File: src/rtl/defines_package.sv
// Shared geometry/colour types and the wireframe SRAM address width used by the
// raster pipeline blocks.
package defines_package;

    localparam int WIREFRAME_ADDR_SIZE = 8;

    typedef struct packed {
        logic [7:0] x;
        logic [7:0] y;
        logic [7:0] z;
    } Vertex3D;

    typedef struct packed {
        Vertex3D v0;
        Vertex3D v1;
        Vertex3D v2;
    } Triangle3D;

    typedef struct packed {
        logic [7:0] r;
        logic [7:0] g;
        logic [7:0] b;
    } Color;

endpackage

File: src/rtl/raster_scheduler_if.sv
// Bus bundle for raster_scheduler: triangle submit handshake, rasterizer
// command/plot channel and wireframe SRAM write port.
interface raster_scheduler_if;

    logic                                            tri_valid;
    defines_package::Triangle3D                      tri_in;
    defines_package::Color                           color_in;
    logic                                            tri_ready;

    logic                                            r_start;
    defines_package::Triangle3D                      r_triangle;
    defines_package::Color                           r_color;
    logic                                            r_done;

    logic                                            r_write_en;
    logic                                            r_wf_data;
    logic [defines_package::WIREFRAME_ADDR_SIZE-1:0] r_addr;

    logic                                            sram_write_en;
    logic                                            sram_wf_data;
    logic [defines_package::WIREFRAME_ADDR_SIZE-1:0] sram_addr;

    // Upstream producer / rasterizer / SRAM side.
    modport master (
        output tri_valid, tri_in, color_in, r_done, r_write_en, r_wf_data, r_addr,
        input  tri_ready, r_start, r_triangle, r_color,
        input  sram_write_en, sram_wf_data, sram_addr
    );

    // Scheduler side.
    modport slave (
        input  tri_valid, tri_in, color_in, r_done, r_write_en, r_wf_data, r_addr,
        output tri_ready, r_start, r_triangle, r_color,
        output sram_write_en, sram_wf_data, sram_addr
    );

endinterface

File: src/rtl/raster_scheduler.sv
// Triangle queue and issue FSM feeding a single rasterizer, with an optional
// wireframe-SRAM clear sweep enabled by defining RASTER_SCHED_CLEAR_EN.
module raster_scheduler
    import defines_package::*;
#(
    parameter int FIFO_DEPTH = 4
) (
    input  logic               clk,
    input  logic               n_rst,
    input  logic               frame_start,
    raster_scheduler_if.slave  bus,
    output logic               busy,
    output logic [15:0]        tri_count
);

    localparam int PTR_W = $clog2(FIFO_DEPTH);
    localparam logic [PTR_W:0] FULL_CNT = (PTR_W + 1)'(FIFO_DEPTH);

    typedef enum logic [1:0] {
        S_IDLE  = 2'd0,
        S_ISSUE = 2'd1,
        S_WAIT  = 2'd2
`ifdef RASTER_SCHED_CLEAR_EN
        , S_CLEAR = 2'd3
`endif
    } state_e;

    typedef struct packed {
        Triangle3D geom;
        Color      shade;
    } entry_t;

    state_e           state_q, state_d;
    entry_t           fifo_mem [FIFO_DEPTH];
    logic [PTR_W-1:0] wr_ptr_q, wr_ptr_d;
    logic [PTR_W-1:0] rd_ptr_q, rd_ptr_d;
    logic [PTR_W:0]   count_q, count_d;
    Triangle3D        r_triangle_q, r_triangle_d;
    Color             r_color_q, r_color_d;
    logic [15:0]      tri_count_q, tri_count_d;

`ifdef RASTER_SCHED_CLEAR_EN
    localparam int N = WIREFRAME_ADDR_SIZE;
    logic             clear_pending_q, clear_pending_d;
    logic [N-1:0]     clr_addr_q, clr_addr_d;
`endif

    logic empty;
    logic full;
    logic push;
    logic pop;
    logic clear_req;
    entry_t head;

    assign empty = (count_q == '0);
    assign full  = (count_q == FULL_CNT);
    assign push  = bus.tri_valid && !full;
    assign head  = fifo_mem[rd_ptr_q];

`ifdef RASTER_SCHED_CLEAR_EN
    assign clear_req = clear_pending_q;
`else
    assign clear_req = 1'b0;
`endif

    // A pending clear always wins over issuing the next queued triangle.
    assign pop = (state_q == S_IDLE) && !clear_req && !empty;

    // NOTE: every signal written here gets a default first, so no path leaves it unassigned and no latch is inferred.
    always_comb begin
        wr_ptr_d = wr_ptr_q;
        rd_ptr_d = rd_ptr_q;
        count_d  = count_q;

        if (push) begin
            wr_ptr_d = wr_ptr_q + 1'b1;
        end
        if (pop) begin
            rd_ptr_d = rd_ptr_q + 1'b1;
        end

        case ({push, pop})
            2'b10:   count_d = count_q + 1'b1;
            2'b01:   count_d = count_q - 1'b1;
            default: count_d = count_q;
        endcase
    end

    always_comb begin
        state_d      = state_q;
        r_triangle_d = r_triangle_q;
        r_color_d    = r_color_q;
        tri_count_d  = tri_count_q;
`ifdef RASTER_SCHED_CLEAR_EN
        clear_pending_d = clear_pending_q;
        clr_addr_d      = clr_addr_q;
`endif

        case (state_q)
            S_IDLE: begin
`ifdef RASTER_SCHED_CLEAR_EN
                if (clear_pending_q) begin
                    state_d         = S_CLEAR;
                    clear_pending_d = 1'b0;
                    tri_count_d     = '0;
                end else
`endif
                if (pop) begin
                    state_d      = S_ISSUE;
                    r_triangle_d = head.geom;
                    r_color_d    = head.shade;
                end
            end

            S_ISSUE: begin
                state_d = S_WAIT;
            end

            S_WAIT: begin
                if (bus.r_done) begin
                    tri_count_d = tri_count_q + 16'd1;
                    state_d     = S_IDLE;
                end
            end

`ifdef RASTER_SCHED_CLEAR_EN
            S_CLEAR: begin
                clr_addr_d = clr_addr_q + 1'b1;
                if (clr_addr_q == '1) begin
                    state_d = S_IDLE;
                end
            end
`endif

            default: begin
                state_d = S_IDLE;
            end
        endcase

        // A frame_start arriving on the cycle CLEAR is entered still queues another sweep.
`ifdef RASTER_SCHED_CLEAR_EN
        if (frame_start) begin
            clear_pending_d = 1'b1;
        end
`else
        if (frame_start) begin
            tri_count_d = '0;
        end
`endif
    end

    // NOTE: synchronous active-low reset; all state registers update with non-blocking assignments.
    always_ff @(posedge clk) begin
        if (!n_rst) begin
            state_q      <= S_IDLE;
            wr_ptr_q     <= '0;
            rd_ptr_q     <= '0;
            count_q      <= '0;
            r_triangle_q <= '0;
            r_color_q    <= '0;
            tri_count_q  <= '0;
`ifdef RASTER_SCHED_CLEAR_EN
            clear_pending_q <= 1'b0;
            clr_addr_q      <= '0;
`endif
        end else begin
            state_q      <= state_d;
            wr_ptr_q     <= wr_ptr_d;
            rd_ptr_q     <= rd_ptr_d;
            count_q      <= count_d;
            r_triangle_q <= r_triangle_d;
            r_color_q    <= r_color_d;
            tri_count_q  <= tri_count_d;
`ifdef RASTER_SCHED_CLEAR_EN
            clear_pending_q <= clear_pending_d;
            clr_addr_q      <= clr_addr_d;
`endif
        end
    end

    // NOTE: queue storage has no reset; the pointers and count alone decide which entries are valid.
    always_ff @(posedge clk) begin
        if (push) begin
            fifo_mem[wr_ptr_q] <= '{geom: bus.tri_in, shade: bus.color_in};
        end
    end

    assign bus.tri_ready  = !full;
    assign bus.r_start    = (state_q == S_ISSUE);
    assign bus.r_triangle = r_triangle_q;
    assign bus.r_color    = r_color_q;
    assign tri_count      = tri_count_q;

`ifdef RASTER_SCHED_CLEAR_EN
    assign busy = (state_q != S_IDLE) || !empty || clear_pending_q;
`else
    assign busy = (state_q != S_IDLE) || !empty;
`endif

    always_comb begin
        bus.sram_write_en = bus.r_write_en;
        bus.sram_wf_data  = bus.r_wf_data;
        bus.sram_addr     = bus.r_addr;
`ifdef RASTER_SCHED_CLEAR_EN
        if (state_q == S_CLEAR) begin
            bus.sram_write_en = 1'b1;
            bus.sram_wf_data  = 1'b0;
            bus.sram_addr     = clr_addr_q;
        end
`endif
    end

endmodule
File: src/flat_wrapper.sv
// flat-port wrapper written by rule: the top's interface ports become plain ports
module raster_scheduler_flat import defines_package::*;
#(
    parameter int FIFO_DEPTH = 4
)
  (clk, n_rst, frame_start, busy, tri_count, bus_tri_valid, bus_tri_in, bus_color_in, bus_r_done, bus_r_write_en, bus_r_wf_data, bus_r_addr, bus_tri_ready, bus_r_start, bus_r_triangle, bus_r_color, bus_sram_write_en, bus_sram_wf_data, bus_sram_addr);
  raster_scheduler_if bus_i ();
  input  logic clk;
  input  logic n_rst;
  input  logic frame_start;
  output logic busy;
  output logic [15:0] tri_count;
  input wire logic [$bits(bus_i.tri_valid)-1:0] bus_tri_valid;
  input wire logic [$bits(bus_i.tri_in)-1:0] bus_tri_in;
  input wire logic [$bits(bus_i.color_in)-1:0] bus_color_in;
  input wire logic [$bits(bus_i.r_done)-1:0] bus_r_done;
  input wire logic [$bits(bus_i.r_write_en)-1:0] bus_r_write_en;
  input wire logic [$bits(bus_i.r_wf_data)-1:0] bus_r_wf_data;
  input wire logic [$bits(bus_i.r_addr)-1:0] bus_r_addr;
  output wire logic [$bits(bus_i.tri_ready)-1:0] bus_tri_ready;
  output wire logic [$bits(bus_i.r_start)-1:0] bus_r_start;
  output wire logic [$bits(bus_i.r_triangle)-1:0] bus_r_triangle;
  output wire logic [$bits(bus_i.r_color)-1:0] bus_r_color;
  output wire logic [$bits(bus_i.sram_write_en)-1:0] bus_sram_write_en;
  output wire logic [$bits(bus_i.sram_wf_data)-1:0] bus_sram_wf_data;
  output wire logic [$bits(bus_i.sram_addr)-1:0] bus_sram_addr;
  assign bus_i.tri_valid = bus_tri_valid;
  assign bus_i.tri_in = bus_tri_in;
  assign bus_i.color_in = bus_color_in;
  assign bus_i.r_done = bus_r_done;
  assign bus_i.r_write_en = bus_r_write_en;
  assign bus_i.r_wf_data = bus_r_wf_data;
  assign bus_i.r_addr = bus_r_addr;
  assign bus_tri_ready = bus_i.tri_ready;
  assign bus_r_start = bus_i.r_start;
  assign bus_r_triangle = bus_i.r_triangle;
  assign bus_r_color = bus_i.r_color;
  assign bus_sram_write_en = bus_i.sram_write_en;
  assign bus_sram_wf_data = bus_i.sram_wf_data;
  assign bus_sram_addr = bus_i.sram_addr;
  raster_scheduler #(.FIFO_DEPTH(FIFO_DEPTH)) u_core (.clk(clk), .n_rst(n_rst), .frame_start(frame_start), .bus(bus_i), .busy(busy), .tri_count(tri_count));
endmodule
File: config.mk
export PLATFORM = sky130hd
export DESIGN_NAME = raster_scheduler_flat
export DESIGN_NICKNAME = d
export VERILOG_FILES = /design/src/rtl/defines_package.sv /design/src/rtl/raster_scheduler_if.sv /design/src/rtl/raster_scheduler.sv /design/src/flat_wrapper.sv
export SDC_FILE = /design/constraint.sdc
export NUM_CORES = 1
export LEC_CHECK = 0
export BUFFER_PORTS_ARGS = -buffer_cell sky130_fd_sc_hd__buf_2
export CAP_MARGIN = 20
export CORE_UTILIZATION = 52
export CTS_CLUSTER_SIZE = 24
export DETAILED_ROUTE_END_ITERATION = 7
export PLACE_DENSITY = 0.74
export SLEW_MARGIN = 30
export SYNTH_ARGS = -nofsm -noshare
export SYNTH_HDL_FRONTEND = slang
export SYNTH_SLANG_ARGS = --single-unit
File: constraint.sdc
create_clock -name clk -period 3 [get_ports clk]
set_input_delay 0.15 -clock clk [delete_from_list [all_inputs] [get_ports clk]]
set_output_delay 0.15 -clock clk [all_outputs]
set_load 0.05 [all_outputs]
==> results.md <==
- The flow ran to the end, and the final reports show no timing, DRC or antenna violations.
- The detailed router placed 10,190 vias in this run.
- After layout, the minimum clock period comes to 2.537 ns.
- During placement, the flow inserted port buffers numbering 215.
- The library cell occupying the most area in the post-synthesis netlist is edfxtp_1.
- After clock tree synthesis, the clock-pin slew on the worst setup and hold paths is 0.06 ns.
- The setup clock skew after layout is 0.01254 ns.
- The first-pass GRT wire length is 57,620 um.
- For this design, the CTS-stage hold fixing added 98 buffers.
- The transition time at the pin with the least slew margin is 0.7575 ns.
- The number of setup buffers added after CTS is 0.
- The worst max-slew margin expressed relative to the limit is 49.50%.
- The path class of the lowest-slack min-delay path is in2reg.
- The number of nets in the finished design is 1,505.
- The cell area reported after detailed placement is 0.02027 mm^2.
- The fraction of final layout cells sized beyond drive strength 1 is 28.40%.
- The area growth from synthesis to layout is 22.23%.
- The clock latency on the worst-skew pair is 0.57 ns.
- The level count of the clock H-tree is 2.
- The critical path in this run is classified as reg2reg.
- 0 antenna diodes ended up in the layout.
- The count of maximum capacitance violations is 0.
- Dividing the synthesized area by the synthesized cell count gives 17.44 um^2.
- The total nets after synthesis is 1,187.
- The count of warnings emitted by yosys is 0.
- In the layout the commonest cells are 384 x edfxtp_1, 214 x buf_2, 201 x nand2_1.
- The data required time at the worst endpoint is 3.50 ns.
- For the final routed database, the setup TNS stands at 0 ns.
- The slowest cell on the critical path is or3b_1.
- TritonCTS built the clock tree.
- The standard-cell row count is 68.
- Grouping stages by cell kind, the critical path spends the most delay in simple AND/OR/NAND/NOR gates.
- Data arrives at the worst endpoint at 3.03 ns.
- The top fanout value on the critical path is 6.
- Leaving out fill and tap cells, the most frequent cell in the layout is edfxtp_1.
- Setup repair after global routing left no endpoint under its margin.
- After routing the design area is 0.02278 mm^2.
- In the routed design, unresolved DRC markers number 0.
- Global routing consumed, over all layers together, 20.98% of the routing resources.
- The number of vias per cell is 5.418.
- After synthesis the netlist holds a flip-flop and latch count of 505.
- In the synthesized netlist, the number of instances is 1,069.
- STA classifies the critical path startpoint as a flip-flop.
- The I/O pin count is 236.
- The maximum number of pins on one net before global-route repair is 68.
- The die is 191.3 um tall.
- At the end of routability-driven placement, the weighted congestion stood at 0.8116.
- The number of iterations in the first detailed-routing pass is 5.
- The tree built by TritonCTS fans out to 505 sinks.
- Counting cells, the worst reg-to-reg path comes to 9.
- For this run, the number of standard cells in the final layout without fillers is 1,881.
- The via count of the first global-routing pass was 10,580.
- The worst-case vdd ir drop is 0.7856 mV.
- The worst hold path terminates at u_core.bus.r_triangle[3].
- The tightest hold path in the finished design has a slack of 0.05821 ns.
- In this design, the critical path's most frequently occurring cell is inv_1.
- In the final routed layout, each cell accounts on average for 19.95 um.
- The total die area is 0.03661 mm^2.
- In this run, the number of DRC markers left after iteration 0 of detailed routing was 527.
- The worst setup path is captured at a flip-flop.
- The worst register-to-register path begins at u_core.count_q[2].
- The x dimension of the die is 191.3 um.
- After global routing the overflow that remains totals 0.
- The maximum operating frequency is 394.2 MHz.
- The number of buffers created by CTS is 50.
- The number of distinct standard cells referenced by the synthesized netlist is 43.
- Traced cell by cell, the critical path runs through or3b_1 -> and2_1 -> inv_1 -> ha_1 -> inv_1 -> fa_1 -> xor2_1 -> or3_1 -> a21boi_0.
- The final period utilization is 84.57%.
- The starting utilization of the core area is 53.43%.
- In this run the remaining antenna-violating nets after routing total 0.
- On the worst path, the slowest cell contributes a delay of 0.45 ns.
- Sorting the synthesized cells by area gives the leading types as edfxtp_1 62%, dfxtp_1 13%, mux4_2 12%.
- The core region is 0.03488 mm^2.
- In this run the biggest area consumer among cell types represents 61.86% of the synthesized area.
- The count of endpoints failing hold in the final timing report was 0.
- The quantity of gates resized following cts is 0.
- The worst hold path passes through 2 cells.
- The total instance count after detailed placement is 1,692.
- The endpoint identified for the worst register-to-register timing path is u_core.count_q[2].
- The final-report max-slew violation count is 0.
- The number of antenna violations at the first check in global routing is 0.
- For this run, the register share of the synthesized area comes to 74.86%.
- In this run the register-to-register setup slack is 0.46 ns.
- Dividing total power by cell area gives a power density of 944.2 mW/mm^2.
- Together, buffers and inverters on the worst path number 2.
- After synthesis the cells add up to 0.01864 mm^2.
- The HPWL after detailed placement is 21,130 um.
- The routed wire length is 37,530 um.
- Counting the fill cells in the layout gives 2,424.
- Summed over all cells, the static leakage comes to 8.020 nW.
- No sink is reached through more buffers than the 3 on the longest clock path.
- The tree is rooted in a clkbuf_16.
- The launch instance of the worst min-delay path is n_rst.
- The final setup violation count is 0.
- After layout, the design draws a total of 21.51 mW.
[metrics by stage]
step                      utilization [%]  setup WS (ns)
after floorplan                         -         0.3855
after global placement              58.10         0.5822
after detailed placement            58.10         0.4661
after CTS                           65.31         0.4469
after global routing                65.31         0.3201
final                               65.31         0.4631
[state kept, by name, indices dropped and copies added, names as in the netlist]
signal,count
u_core.bus.r_color,24
u_core.bus.r_triangle,72
u_core.count_q,3
u_core.fifo_mem,384
u_core.rd_ptr_q,2
u_core.state_q,2
u_core.tri_count,16
u_core.wr_ptr_q,2
[worst max-delay path by stage]
stage	slack [ns]	to	from	cells past startpoint
after floorplan	0.39	u_core.count_q[2]	u_core.count_q[0]	9
after detailed placement	0.47	u_core.count_q[2]	u_core.count_q[2]	9
after CTS	0.45	u_core.count_q[2]	u_core.count_q[2]	9
after global placement	0.58	u_core.count_q[2]	u_core.count_q[0]	9
final	0.46	u_core.count_q[2]	u_core.count_q[2]	9
after global routing	0.32	u_core.count_q[2]	u_core.count_q[2]	9
[synth_stat cells]
library cell	number
a21boi_0	89
a21boi_1	9
a21oi_1	7
a31oi_1	1
a41o_1	1
and2_1	6
and3_1	5
and3_2	1
and4b_1	1
buf_1	6
buf_2	14
buf_4	17
buf_6	1
clkbuf_1	28
dfxtp_1	121
edfxtp_1	384
fa_1	1
ha_1	6
inv_1	8
inv_2	1
mux2i_1	1
mux4_2	96
nand2_1	201
nand2_2	1
nand2b_1	1
nand3_1	7
nand3b_4	1
nand4_1	1
nand4_2	1
nor2_1	12
nor2b_1	3
nor3_1	4
o21ai_0	4
o311ai_0	1
o31ai_1	4
or2_1	1
or2_2	1
or3_1	4
or3b_1	1
or4_1	4
or4b_1	1
xnor2_1	8
xor2_1	4
[logic make-up after synthesis]
logic type	after synthesis	share of synthesized area, %
xor+xnor	12	0.5639
simple gates	257	5.887
fa+ha+maj	7	0.5102
mux	97	11.65
compound gates	116	4.538
buf+inv	75	1.987
flops	505	74.86
[layout make-up]
| type | instances | area, um^2 | area share [%] |
|---|---|---|---|
| Clock buffer | 77 | 1446 | 6.349 |
| Clock inverter | 14 | 88.84 | 0.3899 |
| Inverter | 9 | 36.28 | 0.1593 |
| Multi-Input combinational cell | 489 | 4340 | 19.05 |
| Sequential cell | 505 | 13960 | 61.28 |
| Tap cell | 455 | 569.3 | 2.499 |
| Timing Repair Buffer | 332 | 2340 | 10.27 |
[layer usage]
metal / part of all wire (%) / vias up / track usage, %
met5: 0 / - / 0
met4: 2.4 / 0 / 7.784
met3: 6.6 / 59 / 4.498
met2: 50 / 335 / 35.91
met1: 41 / 5105 / 26.27
li1: - / 4692 / -
[where the power goes]
| part | switching [mW] | internal [mW] |
|---|---|---|
| combinational | 4.53 | 1.97 |
| clock | 2.47 | 3.39 |
| sequential | 0.479 | 8.67 |
[worst register-to-register path, delay by kind of cell (launching register included)]
kind,cells,cell delay [ns]
DFF,1,0.38
xor gates and xnor gates,1,0.16
buffers and inverters,2,0.15
adders and majority gates,2,0.61
and+or+nand+nor,3,0.99
AOI/OAI and AO/OA,1,0.16
Note: power is estimated with default switching activity, not from simulation.
